**config.mk**
```make
export PLATFORM = sky130hd
export DESIGN_NAME = gate_vector_sequencer
export DESIGN_NICKNAME = d
export VERILOG_FILES = /design/src/rtl/gate_vector_sequencer_pkg.sv /design/src/rtl/gate_hold_timer.sv /design/src/rtl/gate_vector_sequencer.sv
export SDC_FILE = /design/constraint.sdc
export NUM_CORES = 1
export LEC_CHECK = 0
export CORE_MARGIN = 10
export CORE_UTILIZATION = 31
export CTS_BUF_LIST = sky130_fd_sc_hd__clkbuf_2
export DETAILED_ROUTE_END_ITERATION = 8
export PLACE_DENSITY = 0.61
export SLEW_MARGIN = 5
export SYNTH_ARGS = -nofsm -noshare
export SYNTH_HDL_FRONTEND = slang
export SYNTH_HIERARCHICAL = 1
export SYNTH_SLANG_ARGS = --single-unit
export TNS_END_PERCENT = 1
```
**constraint.sdc**
```tcl
create_clock -name clk -period 3.55 [get_ports clk]
set_input_delay 0.71 -clock clk [delete_from_list [all_inputs] [get_ports clk]]
set_output_delay 0.71 -clock clk [all_outputs]
set_load 0.01 [all_outputs]
```
**src/rtl/gate_vector_sequencer_pkg.sv**
```systemverilog
// gate_vector_sequencer_pkg
// Shared constants for the gate vector sequencer slice: FSM state
// encodings and the default sweep configuration.
// Build option: GATE_SEQ_STOP_ON_FAIL_EN (used by gate_vector_sequencer).
package gate_vector_sequencer_pkg;

  // FSM state encodings (2-bit, legacy-compatible values)
  localparam logic [1:0] ST_IDLE = 2'd0;
  localparam logic [1:0] ST_RUN  = 2'd1;
  localparam logic [1:0] ST_DONE = 2'd2;

  // Default sweep configuration
  localparam int DEF_WIDTH       = 2;
  localparam int DEF_HOLD_CYCLES = 4;

endpackage

```
**src/rtl/gate_hold_timer.sv**
```systemverilog
// gate_hold_timer
// 8-bit hold counter with synchronous clear and a terminal-count flag.
// tc is high while count == HOLD_CYCLES-1, i.e. on the last cycle of a
// hold window, which is where the sequencer samples the gate.
// Ports:
//   clk   in  system clock, rising edge
//   rst_n in  asynchronous active-low reset
//   clr   in  synchronous clear to zero (wins over en)
//   en    in  count enable
//   tc    out terminal-count flag
module gate_hold_timer #(
  parameter int HOLD_CYCLES = 4
) (
  input  logic clk,
  input  logic rst_n,
  input  logic clr,
  input  logic en,
  output logic tc
);

  localparam logic [7:0] TC_VAL = 8'(HOLD_CYCLES - 1);

  logic [7:0] count_r;

  // Hold counter: clear has priority over increment.
  always_ff @(posedge clk or negedge rst_n) begin
    if (!rst_n) begin
      count_r <= 8'd0;
    end else if (clr) begin
      count_r <= 8'd0;
    end else if (en) begin
      count_r <= count_r + 8'd1;
    end else begin
      count_r <= count_r;
    end
  end

  assign tc = (count_r == TC_VAL);

endmodule

```
**src/rtl/gate_vector_sequencer.sv**
```systemverilog
// gate_vector_sequencer
// Synthesizable stimulus/response stage for a 2^WIDTH-row gate sweep.
// Drives every input vector in binary order, holds each for HOLD_CYCLES
// cycles, samples y_in on the last held cycle against &stim and counts
// mismatches. Reports done/pass/err_count at the end of the sweep.
// Build option: define GATE_SEQ_STOP_ON_FAIL_EN to end the run on the
// first mismatching sample (stim freezes on the failing vector).
// Ports:
//   clk       in  system clock, rising edge
//   rst_n     in  asynchronous active-low reset
//   start     in  level; starts a run from IDLE or DONE
//   y_in      in  gate output under test
//   stim      out vector driven to the gate (bit 0 = A, bit 1 = B)
//   busy      out run in progress
//   done      out run finished, held until next start
//   pass      out valid with done; 1 when err_count == 0
//   err_count out mismatches in the current/last run (saturating)
//   mismatch  out one-cycle pulse the cycle after a failing sample
module gate_vector_sequencer
  import gate_vector_sequencer_pkg::*;
#(
  parameter int WIDTH       = DEF_WIDTH,
  parameter int HOLD_CYCLES = DEF_HOLD_CYCLES,
  parameter int ERR_W       = WIDTH + 1
) (
  input  logic             clk,
  input  logic             rst_n,
  input  logic             start,
  input  logic             y_in,
  output logic [WIDTH-1:0] stim,
  output logic             busy,
  output logic             done,
  output logic             pass,
  output logic [ERR_W-1:0] err_count,
  output logic             mismatch
);

  logic [1:0]       state_r, state_s;
  logic [WIDTH-1:0] stim_r, stim_s;
  logic [ERR_W-1:0] err_r, err_s;
  logic             busy_r, busy_s;
  logic             done_r, done_s;
  logic             pass_r, pass_s;
  logic             mismatch_r, mismatch_s;
  logic             tc_s;
  logic             fail_s;
  logic             stop_s;
  logic             last_vec_s;

  // Timer is held at zero outside RUN and re-armed at every window end,
  // so each vector starts with a fresh count.
  gate_hold_timer #(
    .HOLD_CYCLES(HOLD_CYCLES)
  ) u_hold_timer (
    .clk  (clk),
    .rst_n(rst_n),
    .clr  ((state_r != ST_RUN) || tc_s),
    .en   (state_r == ST_RUN),
    .tc   (tc_s)
  );

  // y_in is only looked at on the last held cycle; earlier cycles are
  // the settle window for the gate.
  assign fail_s     = (state_r == ST_RUN) && tc_s && (y_in != (&stim_r));
  assign last_vec_s = (stim_r == {WIDTH{1'b1}});

`ifdef GATE_SEQ_STOP_ON_FAIL_EN
  assign stop_s = fail_s;
`else
  assign stop_s = 1'b0;
`endif

  // Next-state logic for the FSM and all registered outputs.
  always_comb begin
    state_s    = state_r;
    stim_s     = stim_r;
    err_s      = err_r;
    busy_s     = busy_r;
    done_s     = done_r;
    pass_s     = pass_r;
    mismatch_s = 1'b0;
    case (state_r)
      ST_IDLE, ST_DONE: begin
        if (start) begin
          state_s = ST_RUN;
          stim_s  = {WIDTH{1'b0}};
          err_s   = {ERR_W{1'b0}};
          busy_s  = 1'b1;
          done_s  = 1'b0;
          pass_s  = 1'b0;
        end else begin
          state_s = state_r;
        end
      end
      ST_RUN: begin
        if (tc_s) begin
          if (fail_s) begin
            mismatch_s = 1'b1;
            if (err_r != {ERR_W{1'b1}}) begin
              err_s = err_r + ERR_W'(1);
            end else begin
              err_s = err_r;
            end
          end else begin
            err_s = err_r;
          end
          // Terminal vector (or early stop) ends the run; stim holds.
          if (last_vec_s || stop_s) begin
            state_s = ST_DONE;
            busy_s  = 1'b0;
            done_s  = 1'b1;
            pass_s  = (err_s == {ERR_W{1'b0}});
          end else begin
            stim_s = stim_r + WIDTH'(1);
          end
        end else begin
          stim_s = stim_r;
        end
      end
      default: begin
        state_s = ST_IDLE;
        stim_s  = {WIDTH{1'b0}};
        err_s   = {ERR_W{1'b0}};
        busy_s  = 1'b0;
        done_s  = 1'b0;
        pass_s  = 1'b0;
      end
    endcase
  end

  // State and output registers.
  always_ff @(posedge clk or negedge rst_n) begin
    if (!rst_n) begin
      state_r    <= ST_IDLE;
      stim_r     <= {WIDTH{1'b0}};
      err_r      <= {ERR_W{1'b0}};
      busy_r     <= 1'b0;
      done_r     <= 1'b0;
      pass_r     <= 1'b0;
      mismatch_r <= 1'b0;
    end else begin
      state_r    <= state_s;
      stim_r     <= stim_s;
      err_r      <= err_s;
      busy_r     <= busy_s;
      done_r     <= done_s;
      pass_r     <= pass_s;
      mismatch_r <= mismatch_s;
    end
  end

  assign stim      = stim_r;
  assign busy      = busy_r;
  assign done      = done_r;
  assign pass      = pass_r;
  assign err_count = err_r;
  assign mismatch  = mismatch_r;

endmodule

```
==> out/summary.txt, run 1 <==
Num Clock Sinks: 19
Tmin final: 2180 ps
Yosys cell types: 36
CTS HTree Levels: 1
grt total ovfl: 0
EDFF count, synth: 0
reg2reg end: u_hold_timer/count_r[6]$_DFFE_PN0P_
Yosys top cell by area: dfrtp_1
TNS Setup: 0 ps
Syn. warnings: 6
row count: 20
Initial DRC Count: 25
FFs w/ async S/R, synth: 1.00
CTS tree: done
Fin. Hold Viols: 0
netlist area before placement: 1020 sq um
largest net degree at the start of global routing: 20
Final GP Congestion: 0.831
synth top area cells: dfrtp_1 47%, nor2_1 4.1%, ha_1 3.7%
first-pass GRT wire length: 3.55 mm
Buffers on Ports: 12
R2R cell count: 7
WS Path Type: register to register
full die area: 5970 sq um
Max VDD drop: 0.000311 V
CTS Root Cell: clkbuf_2
Worst Skew: 13.4 ps
share of cells above drive strength 1: 0.0893
Mean Syn Cell Area: 10.3 sq um
Core ar.: 3100 sq um
hold_buf cts: 0
met2 wire len: 917 microns
Tot GR Track Use: 0.0724
DR top layer: met4
Slew Limit Fails: 0
FF+latch count, synth: 19
total wire length: 2.04 mm
critical path endpoint category: register
startpoint types: register
Final setup viols: 0
antenna cells: 0
Reg clk slew, reported paths: 180 ps
Die Ht: 77.3 microns
worst min-delay path class: register to register
Starting Density: 0.328
worst skew pair latency: 300 ps
WL met1: 1.01 mm
Post-DP HPWL: 1.52 mm
area delta synth->final: 15.9%
Syn Nets: 106
wire per inst: 13.1 microns
initial antenna violation count: 0
sequential cell area fraction in the yosys report: 0.467
CP Capture Point: u_hold_timer/count_r[6]$_DFFE_PN0P_
status: finished, final reports clean
Max-Slew Margin vs Limit: 0.420
final core area utilization: 0.380
FMAX: 459 MHz
pwr/cell area: 667 nW/um^2
post-CTS setup buffers: 0
r2r startpoint: u_hold_timer/count_r[4]$_DFFE_PN0P_
ANT nets after route: 0
Slew @ Worst Pin: 868 ps
Final nets: 120
Critical Path RT: 3800 ps
Main synth FF type: dfrtp_1
r2r setup slk: 1370 ps
Clock Path Buffers: 2
Post-CTS Resized: 0
Die Width: 77.3 microns
Top-Level Pins: 13
number of global-route vias before repair: 767
Max FO, Critical Path: 9
met3 WL: 84 microns
final worst path period share: 0.613
CP startpoint: u_hold_timer/count_r[4]$_DFFE_PN0P_
Lkg Pwr: 0.517 nW
Gate Count Post-Synth: 99
HP Start: busy$_DFFE_PN0P_
vias per cell: 4.96
RSZ-0062 raised after global routing: false
DR DRC count: 0
Worst Path Arrival: 2420 ps
drt pass-1 iters: 4
Vias: 774
max-cap viol count: 0
total CTS buffers: 3
top cell type's share of synthesized area: 0.467
-- Yosys cell counts (2+ instances only) --
library cell  count
dfrtp_1          19
nor2_1           11
nand2_1           8
a21oi_1           6
nand3_1           4
buf_6             3
ha_1              3
inv_1             3
nand4_1           3
o21ai_0           3
or3_1             3
xor2_1            3
a21o_1            2
a22o_1            2
a32o_1            2
and2_1            2
o311ai_1          2
xnor2_1           2
-- cell families after synthesis --
group | synth area share
compound gates | 0.150
fa+ha+maj | 0.0369
simple gates | 0.214
buf+inv | 0.0517
xor+xnor | 0.0591
mux | 0.0209
flops | 0.467
-- through the flow --
step / cell area [sq um] / hold WS [ps] / std cells / setup WS (ps) / power, mW
6_report: 1180 / 525 / 156 / 1370 / 0.786
5_1_grt: 1180 / 564 / 156 / 1150 / 0.864
4_1_cts: 1180 / 533 / 156 / 1380 / 0.799
3_5_place_dp: 1160 / 495 / 152 / 1400 / 0.700
3_3_place_gp: 1160 / 490 / 152 / 1470 / 0.693
2_1_floorplan: 1020 / 414 / 99 / 1690 / 0.605
-- layer usage --
metal / up-vias / GRT usage
li1: 382 / -
met1: 378 / 0.0887
met2: 12 / 0.103
met3: 2 / 0.0221
met4: 0 / 0.0547
met5: - / 0
-- report_power, final --
group          internal (mW)  total (mW)  switching, mW  leakage [nW]
registers              0.273       0.337         0.0638         0.248
clock network         0.0299      0.0938         0.0639        0.0166
logic                  0.169       0.355          0.186         0.253
-- sequential cells by signal, summed over array words and instances, names as in the netlist --
name                  flops
u_hold_timer/count_r      8
err_count                 3
state_r                   2
stim                      2
busy                      1
done                      1
mismatch                  1
pass                      1
-- area by class of cell --
cell class | instances | area (sq um)
fillers | 335 | 1920
multi-input cells | 73 | 489
flip-flops and latches | 19 | 475
repair buffers | 13 | 128
well taps | 44 | 55.1
clock buffers | 4 | 20.0
inverters | 3 | 11.3
-- how the worst min path moves through the flow --
stage / end / slack (ps) / depth (start not counted)
after floorplan: busy$_DFFE_PN0P_ / 410 / 0
after global placement: pass$_DFFE_PN0P_ / 490 / 1
after detailed placement: pass$_DFFE_PN0P_ / 500 / 1
after CTS: pass$_DFFE_PN0P_ / 530 / 1
after global routing: pass$_DFFE_PN0P_ / 560 / 1
final: busy$_DFFE_PN0P_ / 520 / 2
-- layout by cell type, fill, tap and decap left out, drive strengths merged, types with 2 or more instances in the layout --
cell type	instances
o21ai	4
dfrtp	19
nand4	4
xor2	4
and2	2
clkdlybuf4s50	12
a32o	2
o311ai	2
nand2	8
a21o	2
nand3	4
ha	3
a22o	2
clkbuf	4
nor2	11
a21oi	6
inv	3
xnor2	2
or3	3
-- worst max-delay path: stages, from the launching register on --
cell	delay (ps)
dfrtp_1	470
nor4_1	240
and3_1	330
inv_1	100
nand2_1	250
o2111ai_2	200
or3_1	370
a21oi_1	140
Power figures use the tool's default switching activity.
==> run 2, diff against run 1 <==
--- a/config.mk
+++ b/config.mk
@@ -9,7 +9,7 @@
 export CORE_UTILIZATION = 31
 export CTS_BUF_LIST = sky130_fd_sc_hd__clkbuf_2
 export DETAILED_ROUTE_END_ITERATION = 8
-export PLACE_DENSITY = 0.61
+export PLACE_DENSITY = 0.63
 export SLEW_MARGIN = 5
 export SYNTH_ARGS = -nofsm -noshare
 export SYNTH_HDL_FRONTEND = slang
==> constraint.sdc (replaced) <==
create_clock -name clk -period 1.9 [get_ports clk]
set_input_delay 0.38 -clock clk [delete_from_list [all_inputs] [get_ports clk]]
set_output_delay 0.38 -clock clk [all_outputs]
set_load 0.01 [all_outputs]
==> out/summary.txt, run 2 (synthesized netlist as in run 1, its figures left out) <==
Max FO, Critical Path: 4 (-5)
commonest non-fill, non-tap cell in the layout: dfrtp_1
row count: 20 (unchanged)
Final setup viols: 0 (unchanged)
largest net degree at the start of global routing: 20 (unchanged)
Clock Path Buffers: 2 (unchanged)
initial antenna violation count: 0 (unchanged)
startpoint types: register
Reg clk slew, reported paths: 190 ps (about the same)
Final GP Congestion: 0.866 (+4.1%)
wire per inst: 13.6 microns (+3.9%)
CTS HTree Levels: 1 (unchanged)
Buffers on Ports: 12 (unchanged)
first-pass GRT wire length: 3.71 mm (+4.5%)
Core ar.: 3100 sq um (unchanged)
area delta synth->final: 22.0%
Starting Density: 0.328 (unchanged)
Tmin final: 1800 ps (-374 ps)
Max VDD drop: 0.000650 V (+110%)
hold_buf cts: 0 (unchanged)
share of cells above drive strength 1: 0.154 (+0.0646)
pwr/cell area: 1250 nW/um^2 (+88%)
RSZ-0062 raised after global routing: true
antenna cells: 0 (unchanged)
Post-DP HPWL: 1.55 mm (+1.8%)
DR DRC count: 0 (unchanged)
vias per cell: 5.13 (+3.4%)
Max stage delay on crit path: 440 ps (-30 ps)
critical path endpoint category: register
Fillers: 318 (-5.1%)
Critical Path RT: 2170 ps (-1630 ps)
Final nets: 125 (+4.2%)
crit path cell chain: nor4_1 -> and3_1 -> inv_1 -> nand2_1 -> o2111ai_2 -> or3_1 -> a21oi_2
Tot Pwr: 1.55 mW (+98%)
Largest Register: u_hold_timer/count_r
Initial DRC Count: 26 (+4.0%)
Fin. Hold Viols: 0 (unchanged)
Slew Limit Fails: 0 (unchanged)
worst skew pair latency: 320 ps (+20 ps)
Tot GR Track Use: 0.0754 (+0.00308)
delay-heaviest family, CP: simple AND/OR/NAND/NOR gates
max FFs per register: 8 (unchanged)
status: finished, final reports clean
Max-Slew Margin vs Limit: 0.718 (+0.299)
CP Buf/Inv Count: 1 (unchanged)
full die area: 5970 sq um (unchanged)
total wire length: 2.19 mm (+7.2%)
Vias: 826 (+6.7%)
FMAX: 555 MHz (+21%)
Top-Level Pins: 13 (unchanged)
CTS tree: done
grt total ovfl: 0 (unchanged)
Slew @ Worst Pin: 421 ps (-447 ps)
Lkg Pwr: 0.551 nW (+6.6%)
CTS Root Cell: clkbuf_2
number of global-route vias before repair: 777 (+1.3%)
final worst path period share: 0.949 (+0.336)
total CTS buffers: 3 (unchanged)
drt pass-1 iters: 4 (unchanged)
WS Path Type: register to register
Die Width: 77.3 microns (unchanged)
Num Clock Sinks: 19 (unchanged)
worst min-delay path class: input pin to asynchronous set/reset pin
max-cap viol count: 0 (unchanged)
TNS Setup: 0 ps (unchanged)
critical path's slowest cell: dfrtp_1
Worst Skew: 8.67 ps (-4.72 ps)
Worst Path Arrival: 2070 ps (-350 ps)
Die Ht: 77.3 microns (unchanged)
commonest cells after routing, fill and taps aside: 19 x dfrtp_1, 12 x clkdlybuf4s50_1, 11 x nor2_1, 8 x nand2_1, 5 x buf_4
ANT nets after route: 0 (unchanged)
run 2: cell types whose count changed in the layout (fill, tap and decap cells not counted):
cell     before  now
a21oi_1       6    4
a21oi_2       0    2
buf_12        0    1
buf_4         1    5
or3_1         3    2
or3_4         0    1
run 2: power breakdown:
group | total [mW] | internal [mW] | switching [mW] | leakage (nW)
Clock | 0.188 | 0.0557 | 0.132 | 0.0166
Sequential | 0.630 | 0.511 | 0.119 | 0.248
Combinational | 0.736 | 0.369 | 0.367 | 0.286
Total | 1.55 | 0.935 | 0.619 | 0.551
run 2: final cells by class:
type / count / area [sq um] / area share
inverters: 3 / 11.3 / 0.00907
clock buffers: 4 / 20.0 / 0.0161
multi-input cells: 73 / 502 / 0.404
well taps: 44 / 55.1 / 0.0444
flip-flops and latches: 19 / 475 / 0.383
repair buffers: 18 / 178 / 0.143
run 2: worst paths after layout:
| check | end | from | cells after the start | slack (ps) |
|---|---|---|---|---|
| setup / recovery | u_hold_timer/count_r[6]$_DFFE_PN0P_ | u_hold_timer/count_r[6]$_DFFE_PN0P_ | 7 | 100 |
| max in group asynchronous | mismatch$_DFF_PN0_ | rst_n | 2 | 1330 |
| min in group clk | busy$_DFFE_PN0P_ | busy$_DFFE_PN0P_ | 2 | 530 |
| hold reg to reg | busy$_DFFE_PN0P_ | busy$_DFFE_PN0P_ | 2 | 530 |
| hold / removal | stim[0]$_DFFE_PN0P_ | rst_n | 2 | 360 |
| setup reg to reg | u_hold_timer/count_r[6]$_DFFE_PN0P_ | u_hold_timer/count_r[6]$_DFFE_PN0P_ | 7 | 100 |
run 2: layer usage:
metal / wire, microns / vias up / part of all wire / track usage
li1: - / 393 / - / -
met1: 1030 / 410 / 0.47 / 0.0899
met2: 982 / 18 / 0.45 / 0.114
met3: 123 / 5 / 0.056 / 0.0268
met4: 54 / 0 / 0.025 / 0.0438
met5: 0 / - / 0 / 0
run 2: what timing repair did:
item,CTS,global route
buffers inserted,0,2
setup endpoints to repair,0,2
gates resized for setup,0,3
run 2: per-stage QoR:
step	utilization	hold slack (ps)	cells	area [sq um]	setup slack, ps
after floorplan	-	84.4	99	1020	39.4
after global placement	0.385	490	155	1190	182
after detailed placement	0.385	496	155	1190	98.7
after CTS	0.391	356	159	1210	56.7
after global routing	0.400	353	161	1240	-23.5
final	0.400	357	161	1240	97.5
